==> src/rtl/rotor_inverse_if.sv <==
// Letter stream interface for the return-path rotor: input strobe/letter in,
// mapped letter with done pulse and ready status out.
interface rotor_inverse_if #(
   parameter int DW = 8
);
   logic          valid;
   logic [DW-1:0] din;
   logic [DW-1:0] dout;
   logic          done;
   logic          ready;

   modport master (output valid, din, input dout, done, ready);
   modport slave  (input valid, din, output dout, done, ready);
endinterface

==> src/rtl/rotor_inverse.sv <==
// Return-path Enigma rotor: builds the inverse of the forward wiring serially,
// then maps reflector letters through it at the current rotor position.
module rotor_inverse #(
   parameter int N_LETTERS = 26,
   parameter int DW        = 8
) (
   input  logic                     clk,
   input  logic                     reset,
   input  logic                     set,
   input  logic [N_LETTERS*DW-1:0]  idx_in,
   input  logic [DW-1:0]            offset,
   input  logic                     rot,
   rotor_inverse_if.slave           bus,
   output logic                     cfg_err,
   output logic                     wrap
);
   localparam int PW = $clog2(N_LETTERS);
   localparam logic [DW-1:0] NL_D  = DW'(N_LETTERS);
   localparam logic [PW:0]   NL_W  = (PW+1)'(N_LETTERS);
   localparam logic [PW-1:0] LAST  = PW'(N_LETTERS - 1);

   typedef enum logic [1:0] {IDLE, BUILD, READY, ERROR} state_t;

   state_t        state;
   logic [PW-1:0] pos;
   logic [PW-1:0] k;
   logic [N_LETTERS-1:0] seen;
   logic [DW-1:0] tbl [N_LETTERS];
   logic [PW-1:0] inv [N_LETTERS];
   logic          bad;
   logic          ready_q;
   logic          done_q;
   logic [DW-1:0] dout_q;

   logic          s1_vld, s2_vld;
   logic          s1_pass, s2_pass;
   logic [DW-1:0] s1_raw, s2_raw;
   logic [PW-1:0] s1_t, s1_pos, s2_u, s2_pos;

   logic [DW-1:0] e_cur;
   logic          e_bad;
   logic          pass_in;
   logic [PW:0]   sum_in;
   logic [PW-1:0] t_in;
   logic [PW:0]   diff;

   always_comb begin
      e_cur   = tbl[k];
      e_bad   = (e_cur >= NL_D) || seen[e_cur[PW-1:0]];
      pass_in = bus.din >= NL_D;
      sum_in  = {1'b0, bus.din[PW-1:0]} + {1'b0, pos};
      t_in    = '0;
      if (!pass_in)
         t_in = (sum_in >= NL_W) ? PW'(sum_in - NL_W) : sum_in[PW-1:0];
      diff = {1'b0, s2_u} - {1'b0, s2_pos};
      if (s2_u < s2_pos)
         diff = diff + NL_W;
   end

   always_ff @(posedge clk) begin
      if (reset) begin
         state   <= IDLE;
         pos     <= '0;
         k       <= '0;
         seen    <= '0;
         bad     <= 1'b0;
         ready_q <= 1'b0;
         cfg_err <= 1'b0;
         wrap    <= 1'b0;
         done_q  <= 1'b0;
         dout_q  <= '0;
         s1_vld  <= 1'b0;
         s1_pass <= 1'b0;
         s1_raw  <= '0;
         s1_t    <= '0;
         s1_pos  <= '0;
         s2_vld  <= 1'b0;
         s2_pass <= 1'b0;
         s2_raw  <= '0;
         s2_u    <= '0;
         s2_pos  <= '0;
         for (int unsigned i = 0; i < N_LETTERS; i++) begin
            tbl[i] <= '0;
            inv[i] <= '0;
         end
      end else begin
         wrap   <= 1'b0;
         done_q <= 1'b0;
         if (set) begin
            for (int unsigned i = 0; i < N_LETTERS; i++)
               tbl[i] <= idx_in[i*DW +: DW];
            pos     <= offset[PW-1:0];
            bad     <= offset >= NL_D;
            seen    <= '0;
            k       <= '0;
            ready_q <= 1'b0;
            cfg_err <= 1'b0;
            s1_vld  <= 1'b0;
            s2_vld  <= 1'b0;
            state   <= BUILD;
         end else begin
            if (rot && state != IDLE) begin
               pos  <= (pos == LAST) ? '0 : pos + 1'b1;
               wrap <= pos == LAST;
            end

            if (state == BUILD) begin
               if (e_bad)
                  bad <= 1'b1;
               else begin
                  inv[e_cur[PW-1:0]]  <= k;
                  seen[e_cur[PW-1:0]] <= 1'b1;
               end
               if (k == LAST) begin
                  if (bad || e_bad) begin
                     state   <= ERROR;
                     cfg_err <= 1'b1;
                  end else begin
                     state   <= READY;
                     ready_q <= 1'b1;
                  end
               end else
                  k <= k + 1'b1;
            end

            // Position travels with each letter so later steps cannot disturb it.
            s1_vld <= bus.valid && ready_q;
            if (bus.valid && ready_q) begin
               s1_pass <= pass_in;
               s1_raw  <= bus.din;
               s1_t    <= t_in;
               s1_pos  <= pos;
            end
            s2_vld  <= s1_vld;
            s2_pass <= s1_pass;
            s2_raw  <= s1_raw;
            s2_u    <= inv[s1_t];
            s2_pos  <= s1_pos;
            if (s2_vld) begin
               done_q <= 1'b1;
               dout_q <= s2_pass ? s2_raw : {{(DW-PW){1'b0}}, diff[PW-1:0]};
            end
         end
      end
   end

   assign bus.ready = ready_q;
   assign bus.done  = done_q;
   assign bus.dout  = dout_q;
endmodule

==> src/flat_wrapper.sv <==
// flat-port wrapper written by rule: the top's interface ports become plain ports
module rotor_inverse_flat 
#(
   parameter int N_LETTERS = 26,
   parameter int DW        = 8
)
  (clk, reset, set, idx_in, offset, rot, cfg_err, wrap, bus_valid, bus_din, bus_dout, bus_done, bus_ready);
  rotor_inverse_if #(.DW(DW)) bus_i ();
  input  logic clk;
  input  logic reset;
  input  logic set;
  input  logic [N_LETTERS*DW-1:0] idx_in;
  input  logic [DW-1:0] offset;
  input  logic rot;
  output logic cfg_err;
  output logic wrap;
  input wire logic [$bits(bus_i.valid)-1:0] bus_valid;
  input wire logic [$bits(bus_i.din)-1:0] bus_din;
  output wire logic [$bits(bus_i.dout)-1:0] bus_dout;
  output wire logic [$bits(bus_i.done)-1:0] bus_done;
  output wire logic [$bits(bus_i.ready)-1:0] bus_ready;
  assign bus_i.valid = bus_valid;
  assign bus_i.din = bus_din;
  assign bus_dout = bus_i.dout;
  assign bus_done = bus_i.done;
  assign bus_ready = bus_i.ready;
  rotor_inverse #(.N_LETTERS(N_LETTERS), .DW(DW)) u_core (.clk(clk), .reset(reset), .set(set), .idx_in(idx_in), .offset(offset), .rot(rot), .bus(bus_i), .cfg_err(cfg_err), .wrap(wrap));
endmodule
==> config.mk <==
export PLATFORM = sky130hd
export DESIGN_NAME = rotor_inverse_flat
export DESIGN_NICKNAME = d
export VERILOG_FILES = /design/src/rtl/rotor_inverse_if.sv /design/src/rtl/rotor_inverse.sv /design/src/flat_wrapper.sv
export SDC_FILE = /design/constraint.sdc
export NUM_CORES = 1
export LEC_CHECK = 0
export ABC_AREA = 0
export ABC_CLOCK_PERIOD_IN_PS = 11400
export BUFFER_PORTS_ARGS = -buffer_cell sky130_fd_sc_hd__buf_2
export CELL_PAD_IN_SITES_DETAIL_PLACEMENT = 1
export CELL_PAD_IN_SITES_GLOBAL_PLACEMENT = 1
export CORE_ASPECT_RATIO = 0.75
export CORE_MARGIN = 4
export CORE_UTILIZATION = 49
export CTS_CLUSTER_DIAMETER = 100
export DETAILED_ROUTE_END_ITERATION = 12
export PLACE_DENSITY = 0.9
export SLEW_MARGIN = 20
export SYNTH_ARGS = -nofsm -noshare
export SYNTH_HDL_FRONTEND = slang
export SYNTH_SLANG_ARGS = --single-unit
==> constraint.sdc <==
create_clock -name clk -period 11.4 [get_ports clk]
set_clock_uncertainty 0.1 [all_clocks]
set_input_delay 3.42 -clock clk [delete_from_list [all_inputs] [get_ports clk]]
set_output_delay 3.42 -clock clk [all_outputs]
set_load 0.03 [all_outputs]
==> run metrics, run 1 <==
RSZ-0062 raised after global routing=false; Core Area=43,270 sq um; Total Routing Usage GR=25.24%; number of global-route vias before repair=14,887; critical setup path kind=input port to flip-flop; Placed Area=22,960 sq um; measured slew at the worst slew-check pin=1108 ps; worst skew pair latency=590 ps; Worst slew margin=26.15%; area leader, netlist=edfxtp_1; Max Cap Violations=0; Slowest cell on crit path=nand4_4; DRC=0; initial antenna violation count=2; layout net count=2,011; share of post-route cells with drive strength above 1=31.70%; fraction of registers with async set/reset=0%; YS warnings=0; initial drt markers=1,198; number of antenna-violating nets in the routed design=0; CTS tree=yes; area delta synth->final=13.95%; drt total wl=60,460 um; final hold vios=0; Slew Viols, Final=0; row cnt=66; Startpoint Class=input port; FF-to-FF path depth=9; Worst-path clk slew=60 ps; min cycle time layout=6790 ps; status=completed; CTS Hold Bufs=0; vias per cell=5.940; TritonRoute pass-1 iters=5; setup TNS=0 ps; pwr dens=152.7 nW/um^2; IO Pins=241; CTS root buffer=clkbuf_16; Sink Count=464; die area=47,160 sq um; per-cell routed wire length=25.45 um; TritonCTS Buffers=45; top cells by area, synth=edfxtp_1 (52%), dfxtp_1 (9.0%), mux4_2 (6.0%), nor3_2 (6.0%), and2_1 (4.3%); worst hold path type=flip-flop to flip-flop; critical path's largest stage delay=760 ps; Hold Crit Start=u_core.bus.dout[5]$_SDFFE_PP0P_; post-CTS sizing=0; pre-CTS WS=4194 ps; VDD IR max=0.1180 mV; CP Max Fanout=42; ys flop type=edfxtp_1; hold path cells=2; fmax=0.1473 GHz; reg-to-reg endpoint=u_core.inv[17][2]$_SDFFCE_PN0P_; Initial Util=49.50%; n_diodes=0; total number of vias=14,114; Die Y=189.1 um; flop2flop setup slack=4940 ps; Final HPWL DP=39,080 um; GR Overflow Total=0; H-tree levels=2; syn_area_per_cell=13.78 sq um; Final Util=56.41%; post-synth top area share=51.59%; PortBufs=240; Hold Path Sink=u_core.bus.dout[5]$_SDFFE_PP0P_; CTS Buffer Depth=3; die width=249.4 um; Setup violations, final=0; CP Cell Sequence=buf_2 -> nor2_2 -> buf_4 -> nand3_1 -> nor2_1 -> nand4_4 -> o21bai_2; global-route wire length before repair=91,470 um; design area=24,410 sq um; fin crit share=59.56%; Syn Inst Count=1,555; Netlist cell types=69; register area share after synthesis=60.56%; Critical Path RT=11,520 ps; EDFF count, synth=368; GPL Wtd Cong=0.7919; Critical Path End Type=flip-flop; WP data arrival=6910 ps; worst-case setup margin in the final layout=4610 ps; largest net degree at the start of global routing=139; setup bufs post-CTS=0; Synth Cell Area=21,420 sq um; Pleak=0.008537 uW; synthesized flop and latch total=464
cells by family (layout without fill, tap and decap cells):
family / Yosys count / after routing / share of synthesized area (%)
multiplexers: 143 / 143 / 10.04
AND/OR/NAND/NOR: 563 / 563 / 17.37
AO/OA/AOI/OAI: 201 / 201 / 6.729
other: 1 / 30 / 0.01751
XOR/XNOR: 16 / 16 / 0.6542
adder cells (fa/ha/maj): 18 / 18 / 1.121
buffers and inverters: 149 / 363 / 3.516
flip-flops: 464 / 464 / 60.56
synth_stat cells (all sizes together) (4+ instances only):
| library cell | number |
|---|---|
| edfxtp | 368 |
| and2 | 146 |
| nor3 | 145 |
| dfxtp | 96 |
| nand2 | 83 |
| mux2i | 82 |
| clkbuf | 81 |
| nor2b | 74 |
| a21oi | 58 |
| nor2 | 58 |
| mux4 | 57 |
| buf | 46 |
| o21ai | 44 |
| o21bai | 28 |
| a22oi | 25 |
| inv | 21 |
| ha | 16 |
| nor4 | 11 |
| nand3 | 10 |
| xnor2 | 9 |
| a211oi | 8 |
| a21o | 8 |
| nand4 | 8 |
| o41ai | 8 |
| xor2 | 7 |
| nand2b | 5 |
| nand3b | 5 |
| o211ai | 5 |
| mux2 | 4 |
worst max-delay path by stage:
stage | startpoint | end | slack [ps] | cells after the start
floorplan | reset | u_core.s2_u[0]$_SDFFE_PP0N_ | 740 | 5
global placement | set | u_core.inv[9][1]$_SDFFCE_PN0P_ | 4500 | 7
detailed placement | set | u_core.inv[1][3]$_SDFFCE_PN0P_ | 4190 | 7
CTS | set | u_core.inv[17][2]$_SDFFCE_PN0P_ | 4670 | 7
global route | set | u_core.inv[17][2]$_SDFFCE_PN0P_ | 4390 | 7
finish | set | u_core.inv[17][2]$_SDFFCE_PN0P_ | 4610 | 7
layout by cell type, fill, tap and decap left out, drive strengths merged, types with 14 or more instances in the layout:
master / Yosys / layout
inv: 21 / 22
a22oi: 25 / 25
nor2: 58 / 58
clkbuf: 81 / 62
conb: 1 / 30
o21bai: 28 / 28
mux4: 57 / 57
nor2b: 74 / 74
clkinv: 1 / 14
ha: 16 / 16
o21ai: 44 / 44
mux2i: 82 / 82
a21oi: 58 / 58
buf: 46 / 260
edfxtp: 368 / 368
dfxtp: 96 / 96
nor3: 145 / 145
and2: 146 / 146
nand2: 83 / 83
sequential cells by signal, indices dropped and copies added (netlist names), 2 cells and up, named ones only:
name             count
u_core.seen         26
u_core.s2_u          5
u_core.s2_pos        5
u_core.s1_t          5
u_core.state         2
u_core.tbl         208
u_core.pos           5
u_core.inv         160
u_core.s2_raw        8
u_core.k             5
u_core.s1_pos        5
u_core.bus.dout      8
u_core.s1_raw        8
per-layer routing:
layer | track usage [%] | part of all wire, %
met5 | 0 | 0.022
met4 | 8.171 | 3.0
met3 | 5.493 | 7.5
met2 | 42.99 | 50
met1 | 32.61 | 40
area by class of cell:
type                       instances  area [sq um]
multi-input combinational        971          7820
fill                            4334         18860
sequential                       464         12980
clock buffer                      62          1264
tap                              578         723.2
timing repair buffer             260          1358
inverter                          22         90.09
clock inverter                    19         177.7
where the power goes:
| group | switching, uW | internal, uW |
|---|---|---|
| clock network | 658 | 825 |
| registers | 37.5 | 1920 |
| logic | 182 | 108 |
critical path, delay by kind of cell:
family / cells / cell delay, ps
AO/OA/AOI/OAI: 1 / 650
AND/OR/NAND/NOR: 4 / 2070
buffers and inverters: 2 / 740
stage by stage:
step | std cells | hold slack (ps) | total power (uW)
3_5_place_dp | 2295 | 323.1 | 2267
5_1_grt | 2376 | 368.9 | 3845
4_1_cts | 2376 | 350.5 | 3744
6_report | 2376 | 352.9 | 3728
3_3_place_gp | 2295 | 326.0 | 2242
2_1_floorplan | 1584 | 305.7 | 2157
No activity file was read; power rests on OpenSTA's default activity.
==> inputs of run 2 (changes only) <==
--- a/config.mk
+++ b/config.mk
@@ -5,17 +5,17 @@
 export SDC_FILE = /design/constraint.sdc
 export NUM_CORES = 1
 export LEC_CHECK = 0
-export ABC_AREA = 0
-export ABC_CLOCK_PERIOD_IN_PS = 11400
+export ABC_AREA = 1
+export ABC_CLOCK_PERIOD_IN_PS = 6800
 export BUFFER_PORTS_ARGS = -buffer_cell sky130_fd_sc_hd__buf_2
 export CELL_PAD_IN_SITES_DETAIL_PLACEMENT = 1
 export CELL_PAD_IN_SITES_GLOBAL_PLACEMENT = 1
 export CORE_ASPECT_RATIO = 0.75
 export CORE_MARGIN = 4
-export CORE_UTILIZATION = 49
+export CORE_UTILIZATION = 45
 export CTS_CLUSTER_DIAMETER = 100
 export DETAILED_ROUTE_END_ITERATION = 12
-export PLACE_DENSITY = 0.9
+export PLACE_DENSITY = 0.89
 export SLEW_MARGIN = 20
 export SYNTH_ARGS = -nofsm -noshare
 export SYNTH_HDL_FRONTEND = slang
==> constraint.sdc (replaced) <==
create_clock -name clk -period 6.8 [get_ports clk]
set_clock_uncertainty 0.1 [all_clocks]
set_input_delay 2.04 -clock clk [delete_from_list [all_inputs] [get_ports clk]]
set_output_delay 2.04 -clock clk [all_outputs]
set_load 0.03 [all_outputs]
==> run 2 against run 1 <==
Combinational power up 86%. Cell count up 33%. Non-clock buffer count unchanged. Sequential cell count unchanged. Critical endpoint is now u_core.inv[12][3]$_SDFFCE_PN0P_. Highest routed layer is now met4.
==> run metrics, run 2 <==
status=completed; Final Total Pwr=6327 uW (+70%); CTS tree=yes; largest net degree at the start of global routing=116 (-17%); RSZ-0062 raised after global routing=false; VDD IR max=0.1545 mV (+31%); WP data arrival=5930 ps (-980 ps); Syn Inst Count=2,305 (+48%); post-CTS sizing=0 (unchanged); Final Util=52.36% (-4.1 points); Slowest cell on crit path=dfxtp_1; Worst-path clk slew=70 ps (about the same); commonest cells in the synthesized netlist=nor2_1 (427), edfxtp_1 (368), nand2_1 (346); EDFF count, synth=368 (unchanged); die area=50,700 sq um (+7.5%); Final HPWL DP=46,600 um (+19%); initial antenna violation count=1 (-1); per-cell routed wire length=22.75 um (-11%); CTS Hold Bufs=0 (unchanged); pwr dens=261.1 nW/um^2 (+71%); IO Pins=241 (unchanged); register area share after synthesis=61.17% (+0.61 points); initial drt markers=1,886 (+57%); setup TNS=0 ps (unchanged); worst hold path type=flip-flop to flip-flop; Critical Path RT=7060 ps (-4460 ps); fmax=0.1766 GHz; Synth Cell Area=21,210 sq um (-1.0%); YS warnings=0 (unchanged); Setup violations, final=0 (unchanged); total number of vias=18,088 (+28%); Slew Viols, Final=0 (unchanged); Netlist cell types=43 (-38%); Placed Area=22,800 sq um (-0.68%); CTS root buffer=clkbuf_16; Crit path max-delay family=simple AND/OR/NAND/NOR gates; commonest non-fill, non-tap cell in the layout=nor2_1; syn_area_per_cell=9.200 sq um (-33%); share of post-route cells with drive strength above 1=13.78% (-18 points); die width=258.7 um (+3.7%); Startpoint Class=flip-flop; Pleak=0.01055 uW (+24%); Max Cap Violations=0 (unchanged); TritonRoute pass-1 iters=6 (+1); min cycle time layout=5663 ps; fin crit share=83.27%; Critical Path End Type=flip-flop; drt total wl=71,980 um (+19%); Initial Util=45.82% (-3.7 points); area delta synth->final=14.28%; vias per cell=5.717 (-3.8%); design area=24,230 sq um (-0.72%); top cells by area, synth=edfxtp_1 (52%), dfxtp_1 (9.1%), nor2_1 (7.6%), nand2_1 (6.1%), inv_1 (5.0%); fraction of registers with async set/reset=0% (unchanged); CP bufs+invs=5 (+3); biggest registers after layout=u_core.tbl (208), u_core.inv (160), u_core.seen (26); critical setup path kind=flip-flop to flip-flop; PortBufs=240 (unchanged); ys flop type=edfxtp_1; Die Y=196 um (+3.7%); final hold vios=0 (unchanged); number of global-route vias before repair=19,177 (+29%); most frequent cells in the layout=nor2_1 (426), edfxtp_1 (368), nand2_1 (345); CP Max Fanout=21 (-50%); Total Routing Usage GR=27.79% (+2.5 points); CP Cell Sequence=inv_1 -> buf_4 -> nand3_1 -> nand2_1 -> nand2_1 -> nand3_1 -> nand2_1 -> inv_2 -> nand3_1 -> inv_2 -> nand2_1 -> nand3_1 -> nor2_4 -> nand4_1 -> buf_4 -> nor3_1; pre-CTS WS=1170 ps (-3024 ps); setup bufs post-CTS=0 (unchanged); Largest register FFs=208 (unchanged); worst skew pair latency=580 ps (about the same); Worst slew margin=30.04% (+3.9 points); worst-case setup margin in the final layout=1137 ps (-3473 ps); GR Overflow Total=0 (unchanged); TritonCTS Buffers=45 (unchanged); H-tree levels=2 (unchanged); GPL Wtd Cong=0.8932 (+13%); count leader, synth=nor2_1; largest register by flop count=u_core.tbl; critical path's largest stage delay=990 ps (+230 ps); number of antenna-violating nets in the routed design=0 (unchanged); CTS Buffer Depth=3 (unchanged); layout net count=2,746 (+37%); post-synth top area share=52.11% (+0.52 points); measured slew at the worst slew-check pin=1049 ps (-58.35 ps); area leader, netlist=edfxtp_1; DRC=0 (unchanged); synthesized flop and latch total=464 (unchanged); Sink Count=464 (unchanged); global-route wire length before repair=110,600 um (+21%); Core Area=46,280 sq um (+7.0%); row cnt=68 (+3.0%)
## run 2: changes by cell type in the layout (fill, tap and decap cells not counted), sizes merged, moves of 82 or more
cell | before | now
nor2 | 58 | 430
o21ai | 44 | 156
mux2i | 82 | 0
nand3 | 10 | 163
nand2 | 83 | 349
inv | 22 | 294
and2 | 146 | 0
## run 2: report_power, final
part           internal, uW  total [uW]  switching (uW)
clock                  1390        2510            1120
sequential             3220        3280            65.4
combinational           151         538             387
total                  4750        6330            1570
## run 2: through the flow
step	hold WS, ps	cells
after global placement	295.0	3081
after CTS	326.6	3162
after detailed placement	312.8	3081
after global routing	341.7	3164
after floorplan	293.6	2334
final	322.9	3164
## run 2: final cells by class
cell class	instances	area (sq um)
antenna	1	2.502
clock buffer	61	1237
clock inverter	20	173.9
sequential	464	12980
tap	630	788.3
multi-input combinational	1433	6576
timing repair buffer	260	1363
fill	5411	22050
inverter	295	1117
## run 2: final timing paths
| check | to | from | slack, ps | cells after the start |
|---|---|---|---|---|
| setup / recovery | u_core.inv[12][3]$_SDFFCE_PN0P_ | flip-flop | 1140 | 16 |
| setup reg to reg | u_core.inv[12][3]$_SDFFCE_PN0P_ | flip-flop | 1140 | 16 |
| hold / removal | u_core.s2_vld$_SDFF_PP0_ | u_core.s1_vld$_SDFF_PP0_ | 320 | 2 |
| hold reg to reg | u_core.s2_vld$_SDFF_PP0_ | u_core.s1_vld$_SDFF_PP0_ | 320 | 2 |
## run 2: cell families after synthesis
kind of cell             share of synthesized area, %
adder cells (fa/ha/maj)                         1.133
XOR/XNOR                                       0.4543
buffers and inverters                           8.378
flip-flops                                      61.17
AND/OR/NAND/NOR                                 21.72
AO/OA/AOI/OAI                                   7.127
other                                         0.01768
## run 2: worst min-delay path, cell delays in order (launching register included)
cell	delay, ps
dfxtp_1	300
inv_1	40
nor2_1	30
## run 2: metal layers
layer	GRT usage, %	wire, um
met2	48.40	35790
met1	34.78	27670
met5	0	0
met3	4.413	5408
met4	11.39	3113
